==> src/rtl/jedro_1_defines.sv <==
// ---------------------------------------------------------------------------
// jedro_1_defines
// Shared types and constants for the jedro_1 memory subsystem.
//   mem_owner_e   : which requester owns the RAM response arriving next cycle
//   MEM_BE_WIDTH  : number of byte lanes on the data port
//   GNT_IFU/LSU   : bit positions inside the arbiter grant vector
//   sat_inc4      : saturating 4-bit increment used by the starvation counter
// ---------------------------------------------------------------------------
package jedro_1_defines;

  localparam int MEM_BE_WIDTH = 4;

  localparam int GNT_IFU = 0;
  localparam int GNT_LSU = 1;

  typedef enum logic [1:0] {
    OWN_NONE,
    OWN_IFU_RD,
    OWN_LSU_RD,
    OWN_LSU_WR
  } mem_owner_e;

  // Counts up by one but never past lim.
  function automatic logic [3:0] sat_inc4(input logic [3:0] value, input logic [3:0] lim);
    return (value >= lim) ? lim : value + 4'd1;
  endfunction

endpackage

==> src/rtl/jedro_1_mem_arb_prio.sv <==
// ---------------------------------------------------------------------------
// jedro_1_mem_arb_prio
// Combinational priority selection between instruction fetch and load/store,
// plus the starvation counter that eventually forces an instruction grant.
// Ports:
//   clk_i, rstn_i : clock, asynchronous active-low reset
//   ifu_req_i     : instruction fetch request
//   lsu_req_i     : load/store request
//   gnt_o[1:0]    : one-hot (or zero) grant vector, bit GNT_IFU / GNT_LSU
// No grant is ever given while rstn_i is low, so nothing reaches the RAM
// during reset.
// ---------------------------------------------------------------------------
module jedro_1_mem_arb_prio
  import jedro_1_defines::*;
#(
  parameter int MAX_STARVE = 4
) (
  input  logic       clk_i,
  input  logic       rstn_i,
  input  logic       ifu_req_i,
  input  logic       lsu_req_i,
  output logic [1:0] gnt_o
);

  localparam logic [3:0] MAX_CNT = 4'(MAX_STARVE);

  logic [3:0] starve_cnt_r;
  logic [3:0] starve_cnt_d;

  // Data accesses win a conflict, except when the instruction port has been
  // refused MAX_STARVE cycles in a row; a lone requester always wins.
  always_comb begin
    gnt_o = 2'b00;
    if (rstn_i) begin
      if (ifu_req_i && lsu_req_i) begin
        if (starve_cnt_r == MAX_CNT) begin
          gnt_o[GNT_IFU] = 1'b1;
        end else begin
          gnt_o[GNT_LSU] = 1'b1;
        end
      end else if (ifu_req_i) begin
        gnt_o[GNT_IFU] = 1'b1;
      end else if (lsu_req_i) begin
        gnt_o[GNT_LSU] = 1'b1;
      end
    end
  end

  // The counter tracks an unbroken run of refused fetch cycles; any fetch
  // grant or a dropped fetch request restarts the run.
  always_comb begin
    starve_cnt_d = 4'd0;
    if (ifu_req_i && !gnt_o[GNT_IFU]) begin
      starve_cnt_d = sat_inc4(starve_cnt_r, MAX_CNT);
    end
  end

  always_ff @(posedge clk_i or negedge rstn_i) begin
    if (!rstn_i) begin
      starve_cnt_r <= 4'd0;
    end else begin
      starve_cnt_r <= starve_cnt_d;
    end
  end

endmodule

==> src/rtl/jedro_1_mem_arbiter.sv <==
// ---------------------------------------------------------------------------
// jedro_1_mem_arbiter
// Shares one single-port synchronous RAM (1-cycle read latency) between the
// instruction fetch unit (IFU) and the load/store unit (LSU).
// Ports:
//   clk_i, rstn_i          : clock, asynchronous active-low reset
//   ifu_req_i/addr_i       : fetch request and address
//   ifu_gnt_o              : fetch accepted this cycle
//   ifu_rvalid_o/rdata_o   : fetched word, one cycle after the grant
//   lsu_req_i/we_i/be_i    : data request, write flag, byte enables
//   lsu_addr_i/wdata_i     : data address and write data
//   lsu_gnt_o              : data access accepted this cycle
//   lsu_rvalid_o/rdata_o   : read word or write ack (rdata 0), next cycle
//   ram_en_o/we_o/addr_o/wdata_o : shared RAM request, driven combinationally
//   ram_rdata_i            : RAM read data, valid the cycle after ram_en_o
// Optional build macro JEDRO_1_MEM_ARB_STATS_EN adds wrapping counters
//   stat_conflict_o : cycles where both units requested
//   stat_starve_o   : conflicts resolved in favour of the starved IFU
// ---------------------------------------------------------------------------
module jedro_1_mem_arbiter
  import jedro_1_defines::*;
#(
  parameter int DATA_WIDTH = 32,
  parameter int MAX_STARVE = 4
) (
  input  logic                    clk_i,
  input  logic                    rstn_i,
  input  logic                    ifu_req_i,
  input  logic [DATA_WIDTH-1:0]   ifu_addr_i,
  output logic                    ifu_gnt_o,
  output logic                    ifu_rvalid_o,
  output logic [DATA_WIDTH-1:0]   ifu_rdata_o,
  input  logic                    lsu_req_i,
  input  logic                    lsu_we_i,
  input  logic [MEM_BE_WIDTH-1:0] lsu_be_i,
  input  logic [DATA_WIDTH-1:0]   lsu_addr_i,
  input  logic [DATA_WIDTH-1:0]   lsu_wdata_i,
  output logic                    lsu_gnt_o,
  output logic                    lsu_rvalid_o,
  output logic [DATA_WIDTH-1:0]   lsu_rdata_o,
  output logic                    ram_en_o,
  output logic [MEM_BE_WIDTH-1:0] ram_we_o,
  output logic [DATA_WIDTH-1:0]   ram_addr_o,
  output logic [DATA_WIDTH-1:0]   ram_wdata_o,
  input  logic [DATA_WIDTH-1:0]   ram_rdata_i
`ifdef JEDRO_1_MEM_ARB_STATS_EN
  ,
  output logic [31:0]             stat_conflict_o,
  output logic [31:0]             stat_starve_o
`endif
);

  logic [1:0] gnt;
  mem_owner_e owner_r;
  mem_owner_e owner_d;

  jedro_1_mem_arb_prio #(
    .MAX_STARVE (MAX_STARVE)
  ) u_prio (
    .clk_i     (clk_i),
    .rstn_i    (rstn_i),
    .ifu_req_i (ifu_req_i),
    .lsu_req_i (lsu_req_i),
    .gnt_o     (gnt)
  );

  assign ifu_gnt_o = gnt[GNT_IFU];
  assign lsu_gnt_o = gnt[GNT_LSU];

  // Steer the winner onto the RAM port. With no winner the port is idle and
  // all its fields are held at zero. The IFU never writes, so it drives zero
  // write data.
  always_comb begin
    ram_en_o    = 1'b0;
    ram_we_o    = '0;
    ram_addr_o  = '0;
    ram_wdata_o = '0;
    if (gnt[GNT_IFU]) begin
      ram_en_o   = 1'b1;
      ram_addr_o = ifu_addr_i;
    end else if (gnt[GNT_LSU]) begin
      ram_en_o    = 1'b1;
      ram_addr_o  = lsu_addr_i;
      ram_wdata_o = lsu_wdata_i;
      if (lsu_we_i) begin
        ram_we_o = lsu_be_i;
      end
    end
  end

  // Remember who was granted this cycle so the RAM response arriving next
  // cycle can be routed back to the right unit. Reset drops any pending
  // response immediately.
  always_ff @(posedge clk_i or negedge rstn_i) begin
    if (!rstn_i) begin
      owner_r <= OWN_NONE;
    end else begin
      owner_r <= owner_d;
    end
  end

  // Next owner comes straight from this cycle's grant; response outputs are
  // decoded from the current owner and pass the RAM data through unregistered.
  always_comb begin
    owner_d      = OWN_NONE;
    ifu_rvalid_o = 1'b0;
    ifu_rdata_o  = '0;
    lsu_rvalid_o = 1'b0;
    lsu_rdata_o  = '0;

    if (gnt[GNT_IFU]) begin
      owner_d = OWN_IFU_RD;
    end else if (gnt[GNT_LSU]) begin
      owner_d = lsu_we_i ? OWN_LSU_WR : OWN_LSU_RD;
    end

    unique case (owner_r)
      OWN_IFU_RD: begin
        ifu_rvalid_o = 1'b1;
        ifu_rdata_o  = ram_rdata_i;
      end
      OWN_LSU_RD: begin
        lsu_rvalid_o = 1'b1;
        lsu_rdata_o  = ram_rdata_i;
      end
      OWN_LSU_WR: begin
        lsu_rvalid_o = 1'b1;
      end
      default: begin
      end
    endcase
  end

`ifdef JEDRO_1_MEM_ARB_STATS_EN
  logic conflict;
  logic forced;

  assign conflict = ifu_req_i && lsu_req_i;
  assign forced   = conflict && gnt[GNT_IFU];

  // Free-running wrap-around event counters.
  always_ff @(posedge clk_i or negedge rstn_i) begin
    if (!rstn_i) begin
      stat_conflict_o <= 32'd0;
      stat_starve_o   <= 32'd0;
    end else begin
      if (conflict) begin
        stat_conflict_o <= stat_conflict_o + 32'd1;
      end
      if (forced) begin
        stat_starve_o <= stat_starve_o + 32'd1;
      end
    end
  end
`endif

endmodule
==> config.mk <==
export PLATFORM = sky130hd
export DESIGN_NAME = jedro_1_mem_arbiter
export DESIGN_NICKNAME = d
export VERILOG_FILES = /design/src/rtl/jedro_1_defines.sv /design/src/rtl/jedro_1_mem_arb_prio.sv /design/src/rtl/jedro_1_mem_arbiter.sv
export SDC_FILE = /design/constraint.sdc
export NUM_CORES = 1
export LEC_CHECK = 0
export ABC_CLOCK_PERIOD_IN_PS = 2200
export BUFFER_PORTS_ARGS = -buffer_cell sky130_fd_sc_hd__buf_2
export CAP_MARGIN = 20
export CORE_AREA = 2 2 105 107
export CTS_CLUSTER_DIAMETER = 30
export DETAILED_ROUTE_END_ITERATION = 8
export DIE_AREA = 0 0 107 109
export SYNTH_ARGS = -nofsm -noshare
export SYNTH_HDL_FRONTEND = slang
export SYNTH_SLANG_ARGS = --single-unit
==> constraint.sdc <==
create_clock -name clk_i -period 2.2 [get_ports clk_i]
set_input_delay 0.33 -clock clk_i [delete_from_list [all_inputs] [get_ports clk_i]]
set_output_delay 0.33 -clock clk_i [all_outputs]
set_load 0.02 [all_outputs]
# After elaboration in Yosys (flattened, before gate mapping)
# Cells that the tools add are included.
dict set report op_classes {
  n_addsub 1
  eq_ne 4
  n_lt_le_gt_ge 1
  mux 25
  n_reduce_logical 4
}
# cell count
set op_table {}
lappend op_table {{two-way mux 32 bit} 6}
lappend op_table {{two-way mux 4 bit} 5}
lappend op_table {{two-way mux 1 bit} 10}
lappend op_table {{two-way mux 2 bit} 4}
lappend op_table {{adder 4 x 1 -> 4 bit (second input constant)} 1}
lappend op_table {{== test 2 bit (second input constant)} 2}
lappend op_table {{== test 4 x 3 -> 1 bit (second input constant)} 1}
lappend op_table {{greater-or-equal comparator 4 x 3 -> 1 bit (second input constant)} 1}
lappend op_table {{== test 2 x 1 -> 1 bit (second input constant)} 1}
lappend op_table {{logical AND 1 bit} 2}
lappend op_table {{OR reduction 2 bit} 1}
lappend op_table {{logical NOT 1 bit} 1}
dict set report word_totals {
  in_bits 137
  reg_bits 6
  word_cells 37
}

# Longest topological paths before layout
dict set report depth {
  word_depth 7
  depth_mapped 7
  depth_no_buf 5
}

# By module
# Synthesis repeated with hierarchy kept, for this count alone.
dict set report unflattened {
  cells_unflattened 180
  hier_area_um2 1337.5
}
# module cells_each n_inst area_per_inst_um2
set by_module_without_submodules {}
lappend by_module_without_submodules {jedro_1_mem_arbiter 159 1 1102.3}
lappend by_module_without_submodules {jedro_1_mem_arb_prio 21 1 235.2}

# Least setup slack after synthesis
# OpenSTA, ideal clock, no wires.
dict set report synth_path {
  kind {register to output}
  from {register u_prio.starve_cnt_r[0]}
  to {output ram_addr_o[26]}
  path_buffers 1
  stages_incl_launch_ff 7
  t_required_ns 1.870
  t_arrival_ns 1.440
  path_slack_ns 0.430
  cell_sequence {dfrtp_1 > inv_1 > ha_1 > nand3b_4 > a21oi_4 > buf_4 > a22o_1}
}
# item line_no
set synth_lines {}
lappend synth_lines {{start, declared} jedro_1_mem_arb_prio.sv:27} ;# logic [3:0] starve_cnt_r;
lappend synth_lines {{start signal, assigned} jedro_1_mem_arb_prio.sv:62} ;# starve_cnt_r <= starve_cnt_d;
lappend synth_lines {{== test 4 x 3 -> 1 bit} jedro_1_mem_arb_prio.sv:36} ;# if (starve_cnt_r == MAX_CNT) begin
lappend synth_lines {{two-way mux 1 bit} jedro_1_mem_arb_prio.sv:36}
lappend synth_lines {{two-way mux 2 bit} jedro_1_mem_arb_prio.sv:35} ;# if (ifu_req_i && lsu_req_i) begin
lappend synth_lines {{two-way mux 2 bit} jedro_1_mem_arb_prio.sv:34} ;# if (rstn_i) begin
lappend synth_lines {{named net ifu_gnt_o} jedro_1_mem_arbiter.sv:30} ;# output logic ifu_gnt_o,
lappend synth_lines {{two-way mux 32 bit} jedro_1_mem_arbiter.sv:78} ;# if (gnt[GNT_IFU]) begin
lappend synth_lines {{end, declared} jedro_1_mem_arbiter.sv:43} ;# output logic [DATA_WIDTH-1:0] ram_addr_o,
# The timed path passes the listed nets, and every way through them passes these cells.

# Worst setup path in the final report
dict set report layout_path {
  from {register u_prio.starve_cnt_r[1]}
  to {output ram_addr_o[30]}
}
dict set report layout_via {
  elab_chain_len 6
}
# item line_no
set layout_rtl {}
lappend layout_rtl {{== test 4 x 3 -> 1 bit *} jedro_1_mem_arb_prio.sv:36}
lappend layout_rtl {{two-way mux 1 bit} jedro_1_mem_arb_prio.sv:36}
lappend layout_rtl {{two-way mux 2 bit *} jedro_1_mem_arb_prio.sv:35}
lappend layout_rtl {{two-way mux 2 bit *} jedro_1_mem_arb_prio.sv:34}
lappend layout_rtl {{two-way mux 32 bit} jedro_1_mem_arbiter.sv:81} ;# end else if (gnt[GNT_LSU]) begin
lappend layout_rtl {{two-way mux 32 bit *} jedro_1_mem_arbiter.sv:78}
# Every way passes the cells marked *; elsewhere a longest branch is shown, timed or not.

==> results.sh <==
export IMPL_status="finished, final reports clean"
export IMPL_dp_hpwl_microns=7620
export IMPL_die_w_microns=107
export IMPL_synth_most_common_cell="and2_1"
export IMPL_port_buffers=273
export IMPL_grt_pass1_vias=2164
export IMPL_via_per_inst=4.09
export IMPL_drc=0
export IMPL_num_io_pins=274
export IMPL_gp_congestion=0.799
export IMPL_root_buffer="clkbuf_8"
export IMPL_critPathKind="reg -> out"
export IMPL_first_iter_violations=112
export IMPL_cellPowerDensity_nw_per_um2=302
export IMPL_yosys_cell_types_count=20
export IMPL_critPathRequiredTime_ps=1870
export IMPL_syn_area_per_cell_sq_um=7.61
export IMPL_postPlaceCellArea_sq_um=2810
export IMPL_fin_crit_ps=2140
export IMPL_ys_async_sr_fraction=1.00
export IMPL_setup_viol=0
export IMPL_detail_route_wl_per_cell_microns=15.8
export IMPL_nets=586
export IMPL_vias=2394
export IMPL_critPathArrivalTime_ps=1810
export IMPL_p_leak_nw=1.95
export IMPL_grt_max_degree=66
export IMPL_wirelength_microns=9220
export IMPL_synth_top_cell_by_area="and2_1"
export IMPL_die_h_microns=109
export IMPL_dieArea_sq_um=11700
export IMPL_track_usage=0.129
export IMPL_fin_skew_ps=1.81
export IMPL_syn_area_sq_um=1350
export IMPL_total_power_mw=0.915
export IMPL_synth_seq_cells=6
export IMPL_synthCells=177
export IMPL_holdCritPathClass="in -> reg"
export IMPL_start_util=0.127
export IMPL_worstReg2RegStart="u_prio.starve_cnt_r[1]$_DFF_PN0_"
export IMPL_design_area_sq_um=3030
export IMPL_ir_drop_v=0.000127
export IMPL_clkSlewWorstSetupHoldPaths_ps=40
export IMPL_r2r_setup_slack_ps=650
export IMPL_synth_seq_area_share=0.112
export IMPL_timing_final_crit_share=0.972
export IMPL_tns_ps=0
export IMPL_area_growth_pct=125
export IMPL_hp_start="lsu_we_i"
export IMPL_end_kind="output port"
export IMPL_min_path_cells=2
export IMPL_clk_latency_ps=220
export IMPL_finalMaxSlewViolations=0
export IMPL_whs_ps=385
export IMPL_diodes=0
export IMPL_tritoncts="built"
export IMPL_antenna_found_initial=0
export IMPL_antenna_left=0
export IMPL_numCtsBuffers=3
export IMPL_synthesis_nets=316
export IMPL_synth_edff_count=0
export IMPL_coreArea_sq_um=10600
export IMPL_fmax_ghz=0.468
export IMPL_synth_top_area_share=0.446
export IMPL_grt_pass1_wl_microns=11500
export IMPL_reg2reg_depth=6
export IMPL_start_kind="flip-flop"
export IMPL_synth_ff_type="dfrtp_1"
export IMPL_cts_sinks=6
export IMPL_final_hold_violation_count=0
export IMPL_rsz0062_at_grt="yes"
export IMPL_overflow=0
export IMPL_first_pass_iters=4
export IMPL_ys_warn_count=0
export IMPL_cts_buffer_depth=2
export IMPL_drive_gt1_frac=0.661
export IMPL_ff_latch_area_sq_um=150
export IMPL_yosys_top_cells_area="and2_1, a22o_1, dfrtp_1, buf_6, clkbuf_1"
export IMPL_nFillCells=1155
export IMPL_multi_input_area_sq_um=1100
export IMPL_r2r_end="owner_r[0]$_DFF_PN0_"
export IMPL_htree_levels=1
export IMPL_yosys_top_cells_count="and2_1, a22o_1, buf_6, clkbuf_1, dfrtp_1"
export IMPL_worstHoldEndpoint="owner_r[0]$_DFF_PN0_"
export IMPL_num_rows=38
export IMPL_drv_cap=0
export IMPL_cp_max_fo=8
-- sequential cells by signal (all words and copies together), names as in the netlist --
signal	count
owner_r	2
u_prio.starve_cnt_r	4
-- through the flow --
step,worst slack (ps),util,std cells
2_1_floorplan,430,-,177
3_3_place_gp,234,0.265,576
3_5_place_dp,190,0.265,576
4_1_cts,1.09,0.271,580
5_1_grt,-13.9,0.286,585
6_report,61.9,0.286,585
-- timing repair --
action / CTS / global route
gates cloned: 0 / 4
setup endpoints to repair: 44 / 68
hold endpoints to repair: 6 / 0
setup buffers: 0 / 1
hold buffers: 1 / 0
resized for setup: 1 / 12
pin swaps: 0 / 2
-- final cells by class --
cell class	instances	area share
sequential	6	0.0495
clock buffer	3	0.0136
inverter	3	0.00371
tap	140	0.0578
timing repair buffer	283	0.513
multi-input combinational	150	0.362
-- routing by layer --
metal,up-vias,wire length [microns],global-route usage
met1,1091,3710,0.156
li1,1133,-,-
met2,168,4810,0.251
met5,-,0,0
met4,0,27,0.0167
met3,2,678,0.0137
-- how the worst max path moves through the flow --
| stage | startpoint | to | slack [ps] | cells after the start |
|---|---|---|---|---|
| after floorplan | u_prio.starve_cnt_r[0]$_DFF_PN0_ | ram_addr_o[26] | 430 | 6 |
| after global placement | u_prio.starve_cnt_r[0]$_DFF_PN0_ | ram_we_o[1] | 230 | 7 |
| after detailed placement | u_prio.starve_cnt_r[0]$_DFF_PN0_ | ram_addr_o[17] | 190 | 7 |
| after CTS | u_prio.starve_cnt_r[0]$_DFF_PN0_ | ram_addr_o[26] | 1 | 7 |
| after global routing | u_prio.starve_cnt_r[1]$_DFF_PN0_ | ram_addr_o[27] | -10 | 7 |
| final | u_prio.starve_cnt_r[1]$_DFF_PN0_ | ram_addr_o[30] | 60 | 7 |
-- worst max-delay path, cell delays in order (launching register included) --
cell      delay (ps)
dfrtp_1          380
inv_2             80
ha_4             140
nand3b_4         100
o211a_4          340
buf_4            160
a22o_4           230
buf_4            160
-- power breakdown --
group | internal, mW | switching [mW] | leakage (nW) | total, mW
combinational | 0.279 | 0.352 | 1.85 | 0.631
clock | 0.117 | 0.0434 | 0.0216 | 0.161
sequential | 0.117 | 0.00568 | 0.0776 | 0.123
-- cell usage in the layout, fill, tap and decap left out, drive strengths merged --
cell         Yosys  layout
a21o             1       1
a21oi            1       1
a22o            32      32
and2            96      96
and3             4       4
buf             10     278
clkbuf           8       7
conb             1       1
dfrtp            6       6
dlygate4sd3      0       1
ha               2       2
inv              3       3
nand2            3       3
nand3b           1       1
nor2b            2       2
nor3             2       2
nor4             2       2
o211a            2       2
o21a             1       1
-- logic make-up after synthesis --
| family | Yosys count | synth area share |
|---|---|---|
| simple gates | 110 | 0.514 |
| compound gates | 37 | 0.246 |
| buf+inv | 21 | 0.107 |
| flops | 6 | 0.112 |
| fa+ha+maj | 2 | 0.0186 |
| other cells | 1 | 0.00279 |
(Power assumes the default switching activity.)
